`src/rtl/mmio_pkg.sv`:
```
// Shared MMIO output-bank definitions: op encoding carried in addr[1:0].
// Pure types/constants; no logic, no latency, no flow control.
package mmio_pkg;

    localparam int OP_W = 2;

    typedef enum logic [OP_W-1:0] {
        OP_WRITE = 2'd0,
        OP_SET   = 2'd1,
        OP_CLR   = 2'd2,
        OP_PULSE = 2'd3
    } mmio_op_e;

    // Counter must hold PULSE_LEN itself, so size for PULSE_LEN+1 states.
    function automatic int cnt_width(input int plen);
        return (plen < 1) ? 1 : $clog2(plen + 1);
    endfunction

endpackage

```
`src/rtl/mmio_out_chan.sv`:
```
// One output channel: data register, pulse down-counter and busy flag.
// Latency: ops take effect on the next clk50m edge. No backpressure; writes always accepted.
module mmio_out_chan
    import mmio_pkg::*;
#(
    parameter int DW        = 16,
    parameter int PULSE_LEN = 50000
) (
    input  logic          clk50m,
    input  logic          rst_n,
    input  logic          wr_en_i,
    input  mmio_op_e      op_i,
    input  logic [DW-1:0] data_i,
    output logic [DW-1:0] data_o,
    output logic          busy_o
);

    localparam int                 CNT_W    = cnt_width(PULSE_LEN);
    localparam logic [CNT_W-1:0]   CNT_LOAD = CNT_W'(PULSE_LEN);
    localparam logic [CNT_W-1:0]   CNT_ONE  = CNT_W'(1);

    logic [DW-1:0]    data_q, data_d;
    logic [CNT_W-1:0] cnt_q,  cnt_d;
    logic             busy_q, busy_d;

    always_comb begin
        data_d = data_q;
        cnt_d  = cnt_q;
        busy_d = busy_q;

        if (busy_q) begin
            if (cnt_q <= CNT_ONE) begin
                data_d = '0;
                cnt_d  = '0;
                busy_d = 1'b0;
            end else begin
                cnt_d = cnt_q - CNT_ONE;
            end
        end

        // A write overrides expiry and works on the pre-edge register value.
        if (wr_en_i) begin
            cnt_d  = '0;
            busy_d = 1'b0;
            unique case (op_i)
                OP_WRITE: data_d = data_i;
                OP_SET:   data_d = data_q | data_i;
                OP_CLR:   data_d = data_q & ~data_i;
                OP_PULSE: begin
                    data_d = data_i;
                    cnt_d  = CNT_LOAD;
                    busy_d = 1'b1;
                end
                default:  data_d = data_q;
            endcase
        end
    end

    always_ff @(posedge clk50m or negedge rst_n) begin
        if (!rst_n) begin
            data_q <= '0;
            cnt_q  <= '0;
            busy_q <= 1'b0;
        end else begin
            data_q <= data_d;
            cnt_q  <= cnt_d;
            busy_q <= busy_d;
        end
    end

    assign data_o = data_q;
    assign busy_o = busy_q;

endmodule

```
`src/rtl/mmio_out_bank.sv`:
```
// Bank of NCH memory-mapped output channels with write/set/clear/pulse ops and registered readback.
// Latency: writes and readback both land one clk50m edge after the address. No backpressure.
module mmio_out_bank
    import mmio_pkg::*;
#(
    parameter int            AW        = 15,
    parameter logic [AW-1:0] BASE_ADDR = 15'h7000,
    parameter int            DW        = 16,
    parameter int            NCH       = 4,
    parameter int            PULSE_LEN = 50000
) (
    input  logic                    clk50m,
    input  logic                    rst_n,
    input  logic [AW-1:0]           addr,
    input  logic [DW-1:0]           data_in,
    input  logic                    we,
    output logic [NCH-1:0][DW-1:0]  data_out,
    output logic [NCH-1:0]          busy,
    output logic [DW-1:0]           rd_data,
    output logic                    hit
);

    localparam int          CW       = (NCH > 1) ? $clog2(NCH) : 1;
    localparam logic [AW:0] BASE_EXT = {1'b0, BASE_ADDR};
    localparam logic [AW:0] SPAN     = (AW+1)'(4 * NCH);

    logic [AW:0]   addr_ext;
    logic [AW:0]   offset;
    logic          in_range;
    logic [CW-1:0] chan_idx;
    mmio_op_e      op;

    // One extra bit keeps the subtraction and span compare free of wrap-around.
    assign addr_ext = {1'b0, addr};
    assign offset   = addr_ext - BASE_EXT;
    assign in_range = (addr_ext >= BASE_EXT) && (offset < SPAN);
    assign chan_idx = offset[CW+1:2];
    assign op       = mmio_op_e'(addr[OP_W-1:0]);

    for (genvar g = 0; g < NCH; g++) begin : g_chan
        logic chan_wr;
        assign chan_wr = we && in_range && (chan_idx == CW'(g));

        mmio_out_chan #(
            .DW        (DW),
            .PULSE_LEN (PULSE_LEN)
        ) u_chan (
            .clk50m  (clk50m),
            .rst_n   (rst_n),
            .wr_en_i (chan_wr),
            .op_i    (op),
            .data_i  (data_in),
            .data_o  (data_out[g]),
            .busy_o  (busy[g])
        );
    end

    logic [DW-1:0] rd_data_q, rd_data_d;
    logic          hit_q, hit_d;

    always_comb begin
        rd_data_d = '0;
        hit_d     = 1'b0;
        if (in_range) begin
            rd_data_d = data_out[chan_idx];
            hit_d     = 1'b1;
        end
    end

    always_ff @(posedge clk50m or negedge rst_n) begin
        if (!rst_n) begin
            rd_data_q <= '0;
            hit_q     <= 1'b0;
        end else begin
            rd_data_q <= rd_data_d;
            hit_q     <= hit_d;
        end
    end

    assign rd_data = rd_data_q;
    assign hit     = hit_q;

endmodule

```
`config.mk`:
```
export PLATFORM = sky130hd
export DESIGN_NAME = mmio_out_bank
export DESIGN_NICKNAME = d
export VERILOG_FILES = /design/src/rtl/mmio_pkg.sv /design/src/rtl/mmio_out_chan.sv /design/src/rtl/mmio_out_bank.sv
export SDC_FILE = /design/constraint.sdc
export NUM_CORES = 1
export LEC_CHECK = 0
export CAP_MARGIN = 20
export CORE_MARGIN = 10
export CORE_UTILIZATION = 30
export DETAILED_ROUTE_END_ITERATION = 8
export PLACE_DENSITY = 0.61
export SKIP_CTS_REPAIR_TIMING = 1
export SLEW_MARGIN = 40
export SYNTH_ARGS = -nofsm -noshare
export SYNTH_HDL_FRONTEND = slang
export SYNTH_SLANG_ARGS = --single-unit
```
`constraint.sdc`:
```
create_clock -name clk50m -period 2 [get_ports clk50m]
set_clock_uncertainty 0.05 [all_clocks]
set_input_delay 0.3 -clock clk50m [delete_from_list [all_inputs] [get_ports clk50m]]
set_output_delay 0.3 -clock clk50m [all_outputs]
set_load 0.05 [all_outputs]
```
; ---- Word level (Yosys, flattened, before mapping)
; Index checks and enable logic that the tools add are counted.
[op_classes]
n_addsub = 5
n_mul = 0
div = 0
magnitude_cmp = 7
n_eq_ne = 6
shift = 0
muxes = 46
bitwise_logic = 9
n_reduce_logical = 21
[ops]
columns = operator, n
row1 = 16-bit 2-to-1 mux, 27
row2 = 16-bit one-hot mux with 3 select lines, 4
row3 = 16-bit AND, 4
row4 = 16-bit by 1-bit <= comparator with 1-bit output (second input constant), 4
row5 = 16-bit OR, 4
row6 = 16-bit by 1-bit subtractor with 16-bit output (second input constant), 4
row7 = 16-bit binary-select mux with 2-bit select, 1
row8 = 16-bit by 5-bit < comparator with 1-bit output (second input constant), 1
row9 = 16-bit inverter, 1
row10 = 2-bit nonzero test, 8
row11 = 15-bit by 15-bit subtractor with 16-bit output (second input constant), 1
row12 = 15-bit >= comparator (second input constant), 1
row13 = 1-bit 2-to-1 mux, 14
row14 = 2-bit equality test (second input constant), 4
row15 = 2-bit AND reduction, 4
row16 = 1-bit logical AND, 6
row17 = 2-bit by 1-bit equality test with 1-bit output (second input constant), 2
row18 = 2-bit logical NOT, 2
row19 = 2-bit by 3-bit < comparator with 1-bit output (second input constant), 1
row20 = 2-bit OR reduction, 1
[word_totals]
reg_bits = 149
latchBits = 0
ram_bits = 0
mem_bits_ro = 0
out_inout_bits = 85
wordCells = 108
mem_count = 0

; ---- Longest topological paths before layout
; Gate-level depths: netlist of the first run.
[depth]
depth_word = 7
depth_mapped = 11
mapped_depth_nobuf = 9

; ---- Modules after synthesis
; Synthesis of the first run repeated with hierarchy kept, for this count alone.
[hier_totals]
hier_cells = 895
area_unflattened_um2 = 8839.7
[by_module_without_submodules]
columns = mod, n_inst, cells_per_inst, area_each_um2
row1 = mmio_out_chan (g_chan[0].u_chan ...), 2, 206, 1990.7
row2 = mmio_out_chan (g_chan[2].u_chan ...), 2, 207, 1899.3
row3 = mmio_out_bank, 1, 69, 1059.8

; ---- Least setup slack after synthesis of the first run
; No wires, ideal clock.
[synth_timing]
path_type = in2reg
from = in addr[13]
to = reg g_chan[0].u_chan.data_q[0]
arrival_ps = 2058
t_required_ps = 1827
slack_ps = -232
cell_stages = 11
cell_sequence = and2_1 ha_1 and3b_1 nand4_4 clkinv_2 nand2_4 or3_1 buf_2 nand2_4 buf_6 a21oi_1
[synth_via]
elab_chain_len = 7
[synth_rtl]
columns = item, line_no
row1 = start: declaration, mmio_out_bank.sv:14  ; input logic [AW-1:0] addr,
row2 = 15-bit by 15-bit subtractor with 16-bit output, mmio_out_bank.sv:35  ; assign offset = addr_ext - BASE_EXT;
row3 = 16-bit by 5-bit < comparator with 1-bit output, mmio_out_bank.sv:36  ; assign in_range = (addr_ext >= BASE_EXT) && (offset < SPAN);
row4 = 1-bit logical AND (*), mmio_out_bank.sv:36
row5 = 1-bit logical AND (*) (2 in series), mmio_out_bank.sv:42  ; assign chan_wr = we && in_range && (chan_idx == CW'(g));
row6 = 2-bit nonzero test (no line), --
row7 = 2-bit AND reduction (no line), --
row8 = end signal: assignment, mmio_out_chan.sv:65  ; data_q <= data_d;
row9 = end: declaration, mmio_out_chan.sv:22  ; logic [DW-1:0] data_q, data_d;
; Mark *: on every way between the ends. The rest lies on a longest branch, timed or not.
; A chain may end at the register's enable or synchronous reset.

; ---- Final worst setup path of the first run
[layout_timing]
from = reg rd_data_q[0], in the netlist rd_data[0]
to = out rd_data[0]
[layout_rtl]
columns = item, line_no
row1 = start: declaration, mmio_out_bank.sv:58  ; logic [DW-1:0] rd_data_q, rd_data_d;
row2 = start signal: assignment, mmio_out_bank.sv:75  ; rd_data_q <= rd_data_d;
row3 = end: declaration, mmio_out_bank.sv:19  ; output logic [DW-1:0] rd_data,
; No word-level cell between the ends.

==> flow_summary.ini, run 1 <==
[run_status]
status = completed

[synthesis]
syn_avg_cell_area_um2 = 9.18
synthArstFlopShare = 1.00
synth_cell_type_count = 61
netlist.area_leader.share = 0.470
yosys-top-cells-count = 168 x a21oi_1, 149 x dfrtp_1, 106 x nor2_1
yosysWarnings = 0
synth_nets = 911
netlist_area_um2 = 7930
yosys-top-cells-area = dfrtp_1 47%, a21oi_1 11%, nor2_1 5.0%
synth-seq-cells = 149
postSynthCellCount = 864
yosysSeqAreaShare = 0.470
synth_edf_count = 0
yosys.area.top_type = dfrtp_1
synth_top_flop_cell = dfrtp_1
yosysMostFrequentCell = a21oi_1

[final_layout]
post-route-util = 0.450
nets = 1135
area_growth_pct = 47.7
antenna_cells = 0
drive_gt1_frac = 0.267
fin_cells = 1436

[worst_setup_path]
end_kind = primary output
startpoint = rd_data[0]
r2r_start = g_chan[0].u_chan.cnt_q[0]
critPathRequiredTime_ps = 1650
cpPeakStageDelay_ps = 830
crit_chain = clkdlybuf4s50_1
cp_num_buf_inv = 1
arrival_ps = 1610
slowest_stage = clkdlybuf4s50_1
start_kind = flop
cp_max_fo = 1
path_delay_family = buffers and inverters
criticalPathCategory = reg2out

[global_routing]
grt_pass1_wl_mm = 40.0
grt_overflow = 0
antenna_found_initial = 0
grt_pass1_vias = 7121
grt_max_degree = 48
track_usage = 0.148

[clocking]
cts_buffer_depth = 2
h-tree-depth = 4
cts_buffers = 17
path_clk_slew_ps = 70
clock_latency_ps = 440
cts_root_buffer = clkbuf_16
numClockSinks = 149
cts_tree = yes

[sta]
hold_slack_ps = 290
fmax_mhz = 511
fin_crit_ps = 1960
final_max_slew_viol_count = 0
finalSetupViolations = 0
worst_pin_slew_ps = 609
fin_ws_ps = 44.0
fin_crit_sh = 0.978
hold_violations = 0
slew_headroom = 0.593

[placed_design]
pre_cts_slack_ps = -734
dp_hpwl_mm = 17.6
io_buffers = 118
placed_cells = 1383
gp_congestion = 0.871

[route]
antenna_violating_nets_post_route = 0
vias = 7514
wirelength_mm = 26.6
wl_per_cell_um = 18.5
routed_via_density = 5.23
drt_iter0_drc = 614
drc = 0
drtPass1Iterations = 5

[floorplan]
ios = 119
initial_utilization = 0.304
die-area_um2 = 33300
rows = 59
die_x_um = 183
die_h_um = 183
coreArea_um2 = 26100

[pwr]
irDropWorstVdd_v = 0.000423
p_per_area_nw_per_um2 = 678
fin_total_pwr_uw = 7940
leakage_uw = 0.00601

[hold_path]
hp-class = in2async

[job]
drv_cap = 0
## layout make-up
class	instances	area [um2]
Fill cell	2431	14300
Multi-Input combinational cell	650	4300
Sequential cell	149	3730
Timing Repair Buffer	251	2550
Clock buffer	17	425
Tap cell	335	419
Clock inverter	15	211
Inverter	19	76.3
## registers in the layout (all words and copies together) (netlist names)
name,count
hit,1
g_chan.u_chan.busy_o,4
rd_data,16
g_chan.u_chan.data_o,64
g_chan.u_chan.cnt_q,64
## cell families after synthesis
kind of cell / Yosys count / synth area share
compound gates: 248 / 0.170
xor+xnor: 4 / 0.00442
fa+ha+maj: 13 / 0.0205
buf+inv: 66 / 0.0383
flops: 149 / 0.470
mux: 26 / 0.0585
simple gates: 358 / 0.238
## power breakdown
group / switching (uW) / total, uW / internal (uW) / leakage (uW)
logic: 572 / 1080 / 508 / 0.00384
registers: 202 / 3420 / 3210 / 0.00187
clock network: 1530 / 3450 / 1920 / 0.000310
total: 2300 / 7940 / 5640 / 0.00601
## path summary, 6_finish.rpt
check / to / slack, ps / cells past startpoint
min: rd_data[12] / 290 / 2
min reg2reg: g_chan[1].u_chan.data_o[11] / 480 / 2
max reg2reg: g_chan[0].u_chan.cnt_q[14] / 70 / 7
min in group clk50m: g_chan[1].u_chan.cnt_q[4] / 370 / 4
max: rd_data[0] / 40 / 1
max in group asynchronous: g_chan[2].u_chan.data_o[0] / 1030 / 3
## layout by cell type, fill, tap and decap left out, drive strengths merged, types with 3 or more instances in the layout
master	count
o21ai	47
dlymetal6s2s	61
nor2b	4
nor3	47
buf	148
clkbuf	21
nand3b	4
a311oi	3
nand4b	3
nor2	107
nand3	6
xnor2	3
nand4	5
mux2i	7
a211oi	9
nor3b	4
clkinv	7
mux2	3
nand2b	22
or3	6
a21oi	170
nand2	85
dfrtp	149
a31oi	3
and3	3
mux4	16
and2	35
or4	6
ha	13
nor4	15
inv	25
o31ai	3
clkdlybuf4s50	37
## per-layer routing
layer	global-route usage	share of wire
met3	0.0386	0.059
met5	0	0
met1	0.190	0.44
met4	0.0465	0.018
met2	0.237	0.49
## stage by stage
stage | instance area, um2 | setup TNS (ps)
floorplan | 8050 | -2600
global placement | 10300 | -68670
detailed placement | 10400 | -69040
CTS | 11000 | -11680
global route | 11700 | -254
finish | 11700 | 0
No activity file was read; power rests on OpenSTA's default activity.
==> inputs of run 2 (changes only) <==
--- a/config.mk
+++ b/config.mk
@@ -5,11 +5,12 @@
 export SDC_FILE = /design/constraint.sdc
 export NUM_CORES = 1
 export LEC_CHECK = 0
+export ABC_AREA = 1
 export CAP_MARGIN = 20
 export CORE_MARGIN = 10
 export CORE_UTILIZATION = 30
 export DETAILED_ROUTE_END_ITERATION = 8
-export PLACE_DENSITY = 0.61
+export PLACE_DENSITY = 0.6
 export SKIP_CTS_REPAIR_TIMING = 1
 export SLEW_MARGIN = 40
 export SYNTH_ARGS = -nofsm -noshare
==> flow_summary.ini, run 2 <==
[run_status]
status = completed

[synthesis]
syn_avg_cell_area_um2 = 7.19
yosys-top-cells-count = 346 x nand2_1, 167 x nor2_1, 149 x dfrtp_1
postSynthCellCount = 1236
synth_edf_count = 0
yosys-top-cells-area = dfrtp_1 42%, nand2_1 15%, nor2_1 7.1%
synth_top_flop_cell = dfrtp_1
yosysSeqAreaShare = 0.419
yosys.area.top_type = dfrtp_1
synth-seq-cells = 149
synth_top_family_by_area = simple AND/OR/NAND/NOR gates
synth_mux_area_frac = 0
synthArstFlopShare = 1.00
yosys.area_share.simple = 0.330
synth_cell_type_count = 34
synth_fa_ha_area_frac = 0.0183
synth_compound_area_frac = 0.111
netlist.area_leader.share = 0.419
netlist_area_um2 = 8890
synth_xor_area_frac = 0.0315
synth_nets = 1283
yosysWarnings = 0
yosysMostFrequentCell = nand2_1

[worst_setup_path]
path_delay_family = buffers and inverters
cp_num_buf_inv = 1
critPathRequiredTime_ps = 1650
cp_max_fo = 2
ff2ff_setup_slack_ps = 170
r2r_start = g_chan[3].u_chan.cnt_q[0]
arrival_ps = 1600
slowest_stage = clkdlybuf4s50_1
rr_endpoint = g_chan[3].u_chan.cnt_q[14]
start_kind = flop
cpPeakStageDelay_ps = 820
criticalPathCategory = reg2out
end_kind = primary output
r2r_cells = 9
crit_chain = clkdlybuf4s50_1

[clocking]
h-tree-depth = 4
cts_tree = yes
clock_latency_ps = 440
cts_buffers = 17
numClockSinks = 149
cts_root_buffer = clkbuf_16
path_clk_slew_ps = 70
cts_buffer_depth = 2

[pwr]
p_per_area_nw_per_um2 = 573
fin_total_pwr_uw = 6790
irDropWorstVdd_v = 0.000564
leakage_uw = 0.00678

[sta]
fmax_mhz = 512
slew_headroom = 0.576
fin_crit_ps = 1950
fin_crit_sh = 0.977
hold_violations = 0
worst_pin_slew_ps = 636
rsz0062_at_grt = false
finalSetupViolations = 0
hold_slack_ps = 295
final_max_slew_viol_count = 0

[final_layout]
area_growth_pct = 33.4
drive_gt1_frac = 0.130
antenna_cells = 0
final_common_cell = nand2_1
fillCellCount = 2876
nets = 1464
fin_cells = 1814
fin_area_um2 = 11900
final_cell_mix = 344 x nand2_1, 164 x nor2_1, 149 x dfrtp_1

[floorplan]
initial_utilization = 0.307
die-area_um2 = 36900
rows = 62
die_h_um = 192
coreArea_um2 = 28900
ios = 119
die_x_um = 192

[global_routing]
track_usage = 0.153
antenna_found_initial = 0
grt_overflow = 0
grt_pass1_vias = 8453
grt_pass1_wl_mm = 45.4
grt_max_degree = 44

[job]
drv_cap = 0

[route]
wirelength_mm = 28.1
vias = 8662
drtPass1Iterations = 5
antenna_violating_nets_post_route = 0
drc = 0
wl_per_cell_um = 15.5
drt_iter0_drc = 568
routed_via_density = 4.78

[placed_design]
dp_hpwl_mm = 20.5
io_buffers = 118
gp_congestion = 0.859
postPlaceCellArea_um2 = 11100
placed_cells = 1779

[hold_path]
hp-class = in2async
-- run 2: cell count changes after synthesis, moves of 39 or more --
cell,delta
nand2_1,+264
inv_1,+129
a21oi_1,-118
nand3_1,+117
nor2_1,+61
nor3_1,-39
-- run 2: stage by stage --
| stage | utilization | TNS [ps] | setup slack (ps) |
|---|---|---|---|
| final | 0.410 | 0 | 46.3 |
| after global placement | 0.383 | -43780 | -376 |
| after global routing | 0.410 | 0 | 4.57 |
| after floorplan | - | 0 | 159 |
| after CTS | 0.404 | -1160 | -84.2 |
| after detailed placement | 0.383 | -47600 | -416 |
-- run 2: final cells by class --
type / instances / area, um2 / share of cell area
well taps: 384 / 480 / 0.0405
multi-input cells: 893 / 4400 / 0.371
inverters: 156 / 586 / 0.0494
clock buffers: 17 / 425 / 0.0359
clock inverters: 15 / 175 / 0.0148
repair buffers: 200 / 2070 / 0.174
flip-flops and latches: 149 / 3730 / 0.314
-- run 2: worst max path at each step --
stage,start,end,cells past startpoint
floorplan,addr[13],g_chan[2].u_chan.data_o[10],12
global placement,addr[13],g_chan[2].u_chan.cnt_q[8],14
detailed placement,addr[12],g_chan[2].u_chan.data_o[11],13
CTS,g_chan[2].u_chan.data_o[12],data_out[44],1
global route,g_chan[3].u_chan.cnt_q[0],g_chan[3].u_chan.cnt_q[14],9
finish,g_chan[3].u_chan.data_o[11],data_out[59],1
-- run 2: power by group --
part	switching, uW	internal (uW)
clock network	1590	1690
logic	296	207
registers	0.211	3010
-- run 2: logic make-up after synthesis --
group	after synthesis
AO/OA/AOI/OAI	164
AND/OR/NAND/NOR	684
buffers and inverters	194
flip-flops	149
adder cells (fa/ha/maj)	13
XOR/XNOR	32
-- run 2: layer usage --
metal / GRT usage / up-vias / part of all wire
met2: 0.252 / 191 / 0.47
li1: - / 4327 / -
met1: 0.201 / 4114 / 0.46
met3: 0.0288 / 30 / 0.046
met4: 0.0423 / 0 / 0.017
met5: 0 / - / 0
